## src/rtl/boson_pkg.sv

```systemverilog
// Shared constants and types for the Boson parallel-video capture block.
package boson_pkg;

  localparam int unsigned H_ACTIVE_DEF = 320;
  localparam int unsigned V_ACTIVE_DEF = 256;

  localparam int unsigned PX_X_W = 10;
  localparam int unsigned PX_Y_W = 9;

  // Synchronizer bank layout: {CMOS_CLK, VSYNC, HSYNC, VALID, DQ[15:0]}
  localparam int unsigned SYNC_W = 20;

  typedef enum logic [1:0] {
    StWaitBlank,
    StWaitFrame,
    StInFrame
  } state_e;

endpackage

```

## src/rtl/boson_sync.sv

```systemverilog
// Parameterized-width bank of 2-flop synchronizers with synchronous clear.
module boson_sync #(
  parameter int unsigned Width = 1
) (
  input  logic             clk_i,
  input  logic             reset_i,
  input  logic [Width-1:0] d_i,
  output logic [Width-1:0] q_o
);

  logic [Width-1:0] s1_q, s2_q;

  // Two-stage register chain; every bit sees identical delay.
  always_ff @(posedge clk_i) begin
    if (reset_i) begin
      s1_q <= '0;
      s2_q <= '0;
    end else begin
      s1_q <= d_i;
      s2_q <= s1_q;
    end
  end

  assign q_o = s2_q;

endmodule

```

## src/rtl/boson_capture.sv

```systemverilog
// Captures a Boson camera parallel video stream into the system clock domain,
// producing per-pixel strobes with frame/line markers, coordinates and error flags.
module boson_capture
  import boson_pkg::*;
#(
  parameter int unsigned H_ACTIVE = H_ACTIVE_DEF,
  parameter int unsigned V_ACTIVE = V_ACTIVE_DEF
) (
  input  logic              clk,
  input  logic              reset,
  input  logic              CMOS_CLK,
  input  logic              CMOS_VSYNC,
  input  logic              CMOS_HSYNC,
  input  logic              CMOS_VALID,
  input  logic [15:0]       CMOS_DQ,
  output logic              px_valid,
  output logic [15:0]       px_data,
  output logic              px_sof,
  output logic              px_sol,
  output logic [PX_X_W-1:0] px_x,
  output logic [PX_Y_W-1:0] px_y,
  output logic              frame_done,
  output logic              line_err,
  output logic              frame_err,
  output logic [15:0]       frame_count
);

  localparam logic [10:0] HActiveW = 11'(H_ACTIVE);
  localparam logic [9:0]  VActiveW = 10'(V_ACTIVE);

  logic [SYNC_W-1:0] raw, synced;
  logic              s_clk, s_vs, s_hs, s_va;
  logic [15:0]       s_dq;

  assign raw = {CMOS_CLK, CMOS_VSYNC, CMOS_HSYNC, CMOS_VALID, CMOS_DQ};

  boson_sync #(
    .Width(SYNC_W)
  ) u_sync (
    .clk_i  (clk),
    .reset_i(reset),
    .d_i    (raw),
    .q_o    (synced)
  );

  assign s_clk = synced[19];
  assign s_vs  = synced[18];
  assign s_hs  = synced[17];
  assign s_va  = synced[16];
  assign s_dq  = synced[15:0];

  state_e      state_q;
  logic        clk_s3_q;
  logic        hs_prev_q;
  logic        sof_pend_q, sol_pend_q;
  logic [10:0] pix_cnt_q;   // pixels in the open line, saturating
  logic [9:0]  line_cnt_q;  // lines with pixels since frame start, saturating
  logic [15:0] frame_count_q;

  logic              sample, in_frame, hs_rise, close_line, take_pix, frame_end;
  logic [10:0]       pix_cnt_nx, pix_cnt_inc;
  logic [9:0]        line_cnt_nx;
  logic [PX_X_W-1:0] px_x_nx;
  logic [PX_Y_W-1:0] px_y_nx;

  // Sample decode; a line close is folded in ahead of any pixel or frame end
  // seen on the same sample.
  always_comb begin
    sample      = s_clk & ~clk_s3_q;
    in_frame    = (state_q == StInFrame);
    hs_rise     = s_hs & ~hs_prev_q;
    close_line  = sample & in_frame & (pix_cnt_q != 11'd0) & (hs_rise | ~s_vs);
    take_pix    = sample & in_frame & s_vs & s_hs & s_va;
    frame_end   = sample & in_frame & ~s_vs;
    pix_cnt_nx  = close_line ? 11'd0 : pix_cnt_q;
    line_cnt_nx = line_cnt_q;
    if (close_line && line_cnt_q != 10'h3ff) begin
      line_cnt_nx = line_cnt_q + 10'd1;
    end
    pix_cnt_inc = (pix_cnt_nx == 11'h7ff) ? pix_cnt_nx : pix_cnt_nx + 11'd1;
    px_x_nx     = (pix_cnt_nx > 11'd1023) ? 10'h3ff : pix_cnt_nx[9:0];
    px_y_nx     = (line_cnt_nx > 10'd511) ? 9'h1ff : line_cnt_nx[8:0];
  end

  // Capture FSM with registered outputs.
  always_ff @(posedge clk) begin
    if (reset) begin
      state_q       <= StWaitBlank;
      clk_s3_q      <= 1'b0;
      hs_prev_q     <= 1'b0;
      sof_pend_q    <= 1'b0;
      sol_pend_q    <= 1'b0;
      pix_cnt_q     <= '0;
      line_cnt_q    <= '0;
      frame_count_q <= '0;
      px_valid      <= 1'b0;
      px_data       <= '0;
      px_sof        <= 1'b0;
      px_sol        <= 1'b0;
      px_x          <= '0;
      px_y          <= '0;
      frame_done    <= 1'b0;
      line_err      <= 1'b0;
      frame_err     <= 1'b0;
    end else begin
      px_valid   <= 1'b0;
      px_sof     <= 1'b0;
      px_sol     <= 1'b0;
      frame_done <= 1'b0;
      clk_s3_q   <= s_clk;
      if (sample) begin
        hs_prev_q <= s_hs;
      end

      unique case (state_q)
        StWaitBlank: begin
          // Never start mid-frame: wait until blanking is seen.
          if (sample && !s_vs) begin
            state_q <= StWaitFrame;
          end
        end
        StWaitFrame: begin
          if (sample && s_vs) begin
            state_q    <= StInFrame;
            line_cnt_q <= '0;
            pix_cnt_q  <= '0;
            sof_pend_q <= 1'b1;
            sol_pend_q <= 1'b1;
          end
        end
        StInFrame: begin
          if (sample) begin
            pix_cnt_q  <= pix_cnt_nx;
            line_cnt_q <= line_cnt_nx;
            if (close_line && pix_cnt_q != HActiveW) begin
              line_err <= 1'b1;
            end
            if (hs_rise) begin
              sol_pend_q <= 1'b1;
            end
            if (take_pix) begin
              px_valid   <= 1'b1;
              px_data    <= s_dq;
              px_sof     <= sof_pend_q;
              px_sol     <= sol_pend_q | hs_rise;
              px_x       <= px_x_nx;
              px_y       <= px_y_nx;
              pix_cnt_q  <= pix_cnt_inc;
              sof_pend_q <= 1'b0;
              sol_pend_q <= 1'b0;
            end
            if (frame_end) begin
              state_q       <= StWaitFrame;
              frame_done    <= 1'b1;
              frame_count_q <= frame_count_q + 16'd1;
              if (line_cnt_nx != VActiveW) begin
                frame_err <= 1'b1;
              end
            end
          end
        end
        default: state_q <= StWaitBlank;
      endcase
    end
  end

  assign frame_count = frame_count_q;

endmodule

```

## config.mk

```make
export PLATFORM = sky130hd
export DESIGN_NAME = boson_capture
export DESIGN_NICKNAME = d
export VERILOG_FILES = /design/src/rtl/boson_pkg.sv /design/src/rtl/boson_sync.sv /design/src/rtl/boson_capture.sv
export SDC_FILE = /design/constraint.sdc
export NUM_CORES = 1
export LEC_CHECK = 0
export BUFFER_PORTS_ARGS = -buffer_cell sky130_fd_sc_hd__buf_2
export CAP_MARGIN = 0
export CORE_MARGIN = 3
export CORE_UTILIZATION = 35
export CTS_CLUSTER_SIZE = 20
export DETAILED_ROUTE_END_ITERATION = 12
export PLACE_DENSITY = 0.64
export SLEW_MARGIN = 40
export SYNTH_ARGS = -nofsm -noshare
export SYNTH_HDL_FRONTEND = slang
export SYNTH_SLANG_ARGS = --single-unit
```

## constraint.sdc

```tcl
create_clock -name clk -period 3.5 [get_ports clk]
set_clock_uncertainty 0.05 [all_clocks]
set_input_delay 0.175 -clock clk [delete_from_list [all_inputs] [get_ports clk]]
set_output_delay 0.175 -clock clk [all_outputs]
set_load 0.05 [all_outputs]
```

==> run summary <==
In this run the cell area of the synthesized design comes to 5090 µm². The first TritonRoute pass finished after 5 iterations. Startpoint of the worst setup timing path: state_q[0]$_SDFFE_PP0P_. The detail-routed net length per standard cell is 14.4 µm. The post-detailed-route count of antenna-violating nets was 0. After synthesis, the netlist uses 52 different library cells. For this design the ratio of total power to cell area is 507 nW/µm². Post-CTS setup-driven buffer insertion count: 0. Summed over all failing endpoints, the final setup total negative slack is 0 ns. Summing over every cut layer, the via total after detailed routing is 4,513. The synthesized design contains 124 register bits.

After synthesis, flip-flops and latches occupy 48.7% of the total area. The top cell types in the final layout, fill and taps aside, are 124 x sky130_fd_sc_hd__dfxtp_1, 77 x sky130_fd_sc_hd__buf_2, 72 x sky130_fd_sc_hd__nand2_1. The count of maximum capacitance violations was 0; the initial core utilization was 36.3%.

The type of the worst setup path was flip-flop to flip-flop. In this run the critical register-to-register path is captured at pix_cnt_q[8]$_SDFFE_PP0P_. The logs give 79 for the number of ports placed on the die boundary and 3.79 ns for the required arrival time at the worst endpoint.

For this run the aggregate overflow at the end of global routing stands at 0. The flow ran to the end, and the final reports show no timing, DRC or antenna violations. Fraction of registers with async set or reset after synthesis: 0%. Count of buffers from port buffering: 78. Clock tree synthesis found a total of 124 sinks. DRC violation count after routing: 0. The placeable core region came out at 14,000 µm². Nature of the critical path startpoint: a flip-flop. The most frequent standard cell in the layout excluding fill and tap cells is sky130_fd_sc_hd__dfxtp_1.

The delay of the slowest cell on the worst path was 0.39 ns. The run gives 16.0% as the total global-route track usage. The synthesized design contains 0 enable-type register cells. The analysis attributes to cell leakage a power of 2.56 nW. Summing all multi-input logic gate instances after layout gives 2380 µm². The cell with the most instances on the worst path is sky130_fd_sc_hd__inv_1. Final cycle utilization of the critical path: 82.9%.

No sink is reached through more buffers than the 2 on the longest clock path. The routed design could run at a clock period as short as 2.90 ns. TritonCTS built the clock tree. In this run the horizontal extent of the chip is 127 µm. Of all nets on the critical path, the largest fanout is 8. The post-route core utilization was 45.6%; the clock-pin transition on the worst setup and hold timing paths was 0.05 ns.

In the synthesized netlist the dominant register cell turns out to be sky130_fd_sc_hd__dfxtp_1. The initial antenna violation count is 0. The number of cells upsized or downsized after cts is 0, and the pin count of the biggest net entering global routing is 51.

Cell at the slowest stage of the critical path: sky130_fd_sc_hd__nor4b_1. For this run, the post-layout net count is 709. The count of warnings emitted by yosys was 0. For the worst supply voltage drop on vdd, the log shows 0.000311 V. Synthesis produced a netlist whose cell count is 597. The run gives 4,227 as the number of global-route vias before repair. The first global-routing pass estimated 20,700 µm of wire.

Across all register-to-register paths, the minimum setup slack is 0.60 ns. Registers take 2480 µm². Cells with a size suffix above 1 make up 17.7% of the layout.

The number of buffers inserted for hold repair after clock tree synthesis came out at 21. Count of endpoints failing setup in the final report: 0. Measured against its own limit, the worst slew margin works out to 50.4%.

At the later pin of the worst-skew pair, clock insertion delay measures 0.41 ns. The post-synthesis to final-layout area growth works out to 25.6%. Setup repair after global routing left no endpoint under its margin. Following the worst setup path forward leads to its endpoint at pix_cnt_q[8]$_SDFFE_PP0P_. The final hold violation count was 0; the mean post-synth cell area was 8.53 µm². The cell count of the worst reg-to-reg path came out at 13. After floorplanning, the core was divided into 43 placement rows.

Traced cell by cell, the critical path runs through inv_1, ha_1, nand3b_4, a21o_1, nand2_1, inv_1, ha_1, inv_1, nor3_2, nor4b_1, a21oi_1, a311o_1, a21oi_1. The worst min-delay path startpoint was u_sync.q_o[15]$_SDFF_PP0_. Root buffer cell: sky130_fd_sc_hd__clkbuf_16.

The worst setup path is captured at a flip-flop. The logs give 0 for the number of antenna cells inserted and 287 for the initial DRC count. For the pin with the worst max-slew slack, the measured transition is 0.744 ns. For this run, the top clock speed supported by timing is 0.344 GHz. In this run the vertical extent of the chip is 127 µm.

The average via count per standard cell came out at 5.16. The number of H-tree levels is 4, and the estimated wirelength of the detail-placed design is 8560 µm. The floorplan step defined a die boundary enclosing 16,000 µm². The total count of max-transition violations in the final report was 0; the total wire length after detailed routing was 12,600 µm.

For the placer's final routability congestion estimate, the log shows 0.902. For the post-synthesis net count, the log shows 625. The run gives 1,324 as the number of fill cells in the layout.

Class of the tightest hold or removal check: flip-flop to flip-flop. In this run the critical register-to-register path is launched from state_q[0]$_SDFFE_PP0P_. TritonCTS created 17 clock buffers. The data arrival time at the worst-slack endpoint came out at 3.20 ns.
[report_power, final]
group / switching (mW) / internal (mW) / total [mW]
sequential: 0.00742 / 1.44 / 1.44
clock: 0.594 / 1.12 / 1.71
combinational: 0.0412 / 0.0445 / 0.0857
total: 0.643 / 2.60 / 3.24
[how the worst min path moves through the flow]
stage / to / slack (ns) / cells past startpoint
after floorplan: u_sync.s1_q[0]$_SDFF_PP0_ / 0.25 / 1
after global placement: u_sync.s1_q[3]$_SDFF_PP0_ / 0.33 / 2
after detailed placement: u_sync.s1_q[15]$_SDFF_PP0_ / 0.34 / 2
after CTS: u_sync.q_o[16]$_SDFF_PP0_ / 0.38 / 1
after global routing: u_sync.q_o[9]$_SDFF_PP0_ / 0.39 / 1
final: px_data[15]$_SDFFE_PP0P_ / 0.38 / 2
[layer usage]
layer	GRT usage, %	vias to the layer above	wire, µm
li1	-	2231	-
met1	19.9	2083	5610
met2	25.5	162	5930
met3	4.42	37	661
met4	8.08	0	376
met5	0	-	0
[flip-flops by register name (all words and copies together) (netlist names), 2 cells and up]
name and flops:
px_y 9, state_q 2, pix_cnt_q 11, u_sync.s1_q 20
line_cnt_q 10, u_sync.q_o 20, px_data 16, frame_count 16
px_x 10
[critical path, delay by kind of cell, from the launching register on]
family | cells | cell delay (ns)
AO/OA/AOI/OAI | 4 | 0.67
adder cells (fa/ha/maj) | 2 | 0.52
flip-flops | 1 | 0.35
AND/OR/NAND/NOR | 4 | 1.02
buffers and inverters | 3 | 0.23
[area by class of cell]
| type | count | share of cell area (%) |
|---|---|---|
| Clock inverter | 6 | 1.31 |
| Tap cell | 180 | 3.52 |
| Clock buffer | 26 | 7.80 |
| Sequential cell | 124 | 38.8 |
| Timing Repair Buffer | 107 | 10.6 |
| Inverter | 15 | 0.880 |
| Multi-Input combinational cell | 416 | 37.1 |
[kinds of logic after synthesis]
logic type / share of synthesized area, %
buffers and inverters: 4.67
adders and majority gates: 1.47
muxes: 0.393
DFF: 48.7
AOI/OAI and AO/OA: 16.1
and+or+nand+nor: 24.7
xor gates and xnor gates: 3.95
[Yosys cell counts, types with 3 or more instances]
library cell	count	area, µm²
sky130_fd_sc_hd__and4_1	3	26.3
sky130_fd_sc_hd__a21oi_1	59	295
sky130_fd_sc_hd__a311oi_1	5	43.8
sky130_fd_sc_hd__dfxtp_1	124	2480
sky130_fd_sc_hd__or2_2	3	18.8
sky130_fd_sc_hd__a211oi_1	3	22.5
sky130_fd_sc_hd__nor3_1	15	75.1
sky130_fd_sc_hd__o21a_1	4	30.0
sky130_fd_sc_hd__and2_1	3	18.8
sky130_fd_sc_hd__nand2b_1	5	31.3
sky130_fd_sc_hd__nand3_1	16	80.1
sky130_fd_sc_hd__xnor2_1	9	78.8
sky130_fd_sc_hd__and3_1	4	25.0
sky130_fd_sc_hd__a41oi_1	5	43.8
sky130_fd_sc_hd__o211ai_1	4	30.0
sky130_fd_sc_hd__nor2b_1	45	282
sky130_fd_sc_hd__inv_1	15	56.3
sky130_fd_sc_hd__buf_2	10	50.1
sky130_fd_sc_hd__nor2_1	53	199
sky130_fd_sc_hd__a31oi_1	4	25.0
sky130_fd_sc_hd__a21o_1	3	22.5
sky130_fd_sc_hd__nor4_1	6	37.5
sky130_fd_sc_hd__ha_1	6	75.1
sky130_fd_sc_hd__clkbuf_1	30	113
sky130_fd_sc_hd__nand2_1	72	270
sky130_fd_sc_hd__xor2_1	14	123
sky130_fd_sc_hd__nand4_1	15	93.8
sky130_fd_sc_hd__o21ai_0	29	145
[stage by stage]
stage	hold slack, ns	cells	setup slack, ns	total power, mW	instance area (µm²)
after CTS	0.383	874	0.604	3.28	6400
after floorplan	0.253	597	0.647	1.52	5090
final	0.382	874	0.597	3.24	6400
after global placement	0.334	820	0.818	1.54	5590
after global routing	0.395	874	0.297	3.36	6400
after detailed placement	0.337	821	0.633	1.54	5610
Note: power is estimated with default switching activity, not from simulation.
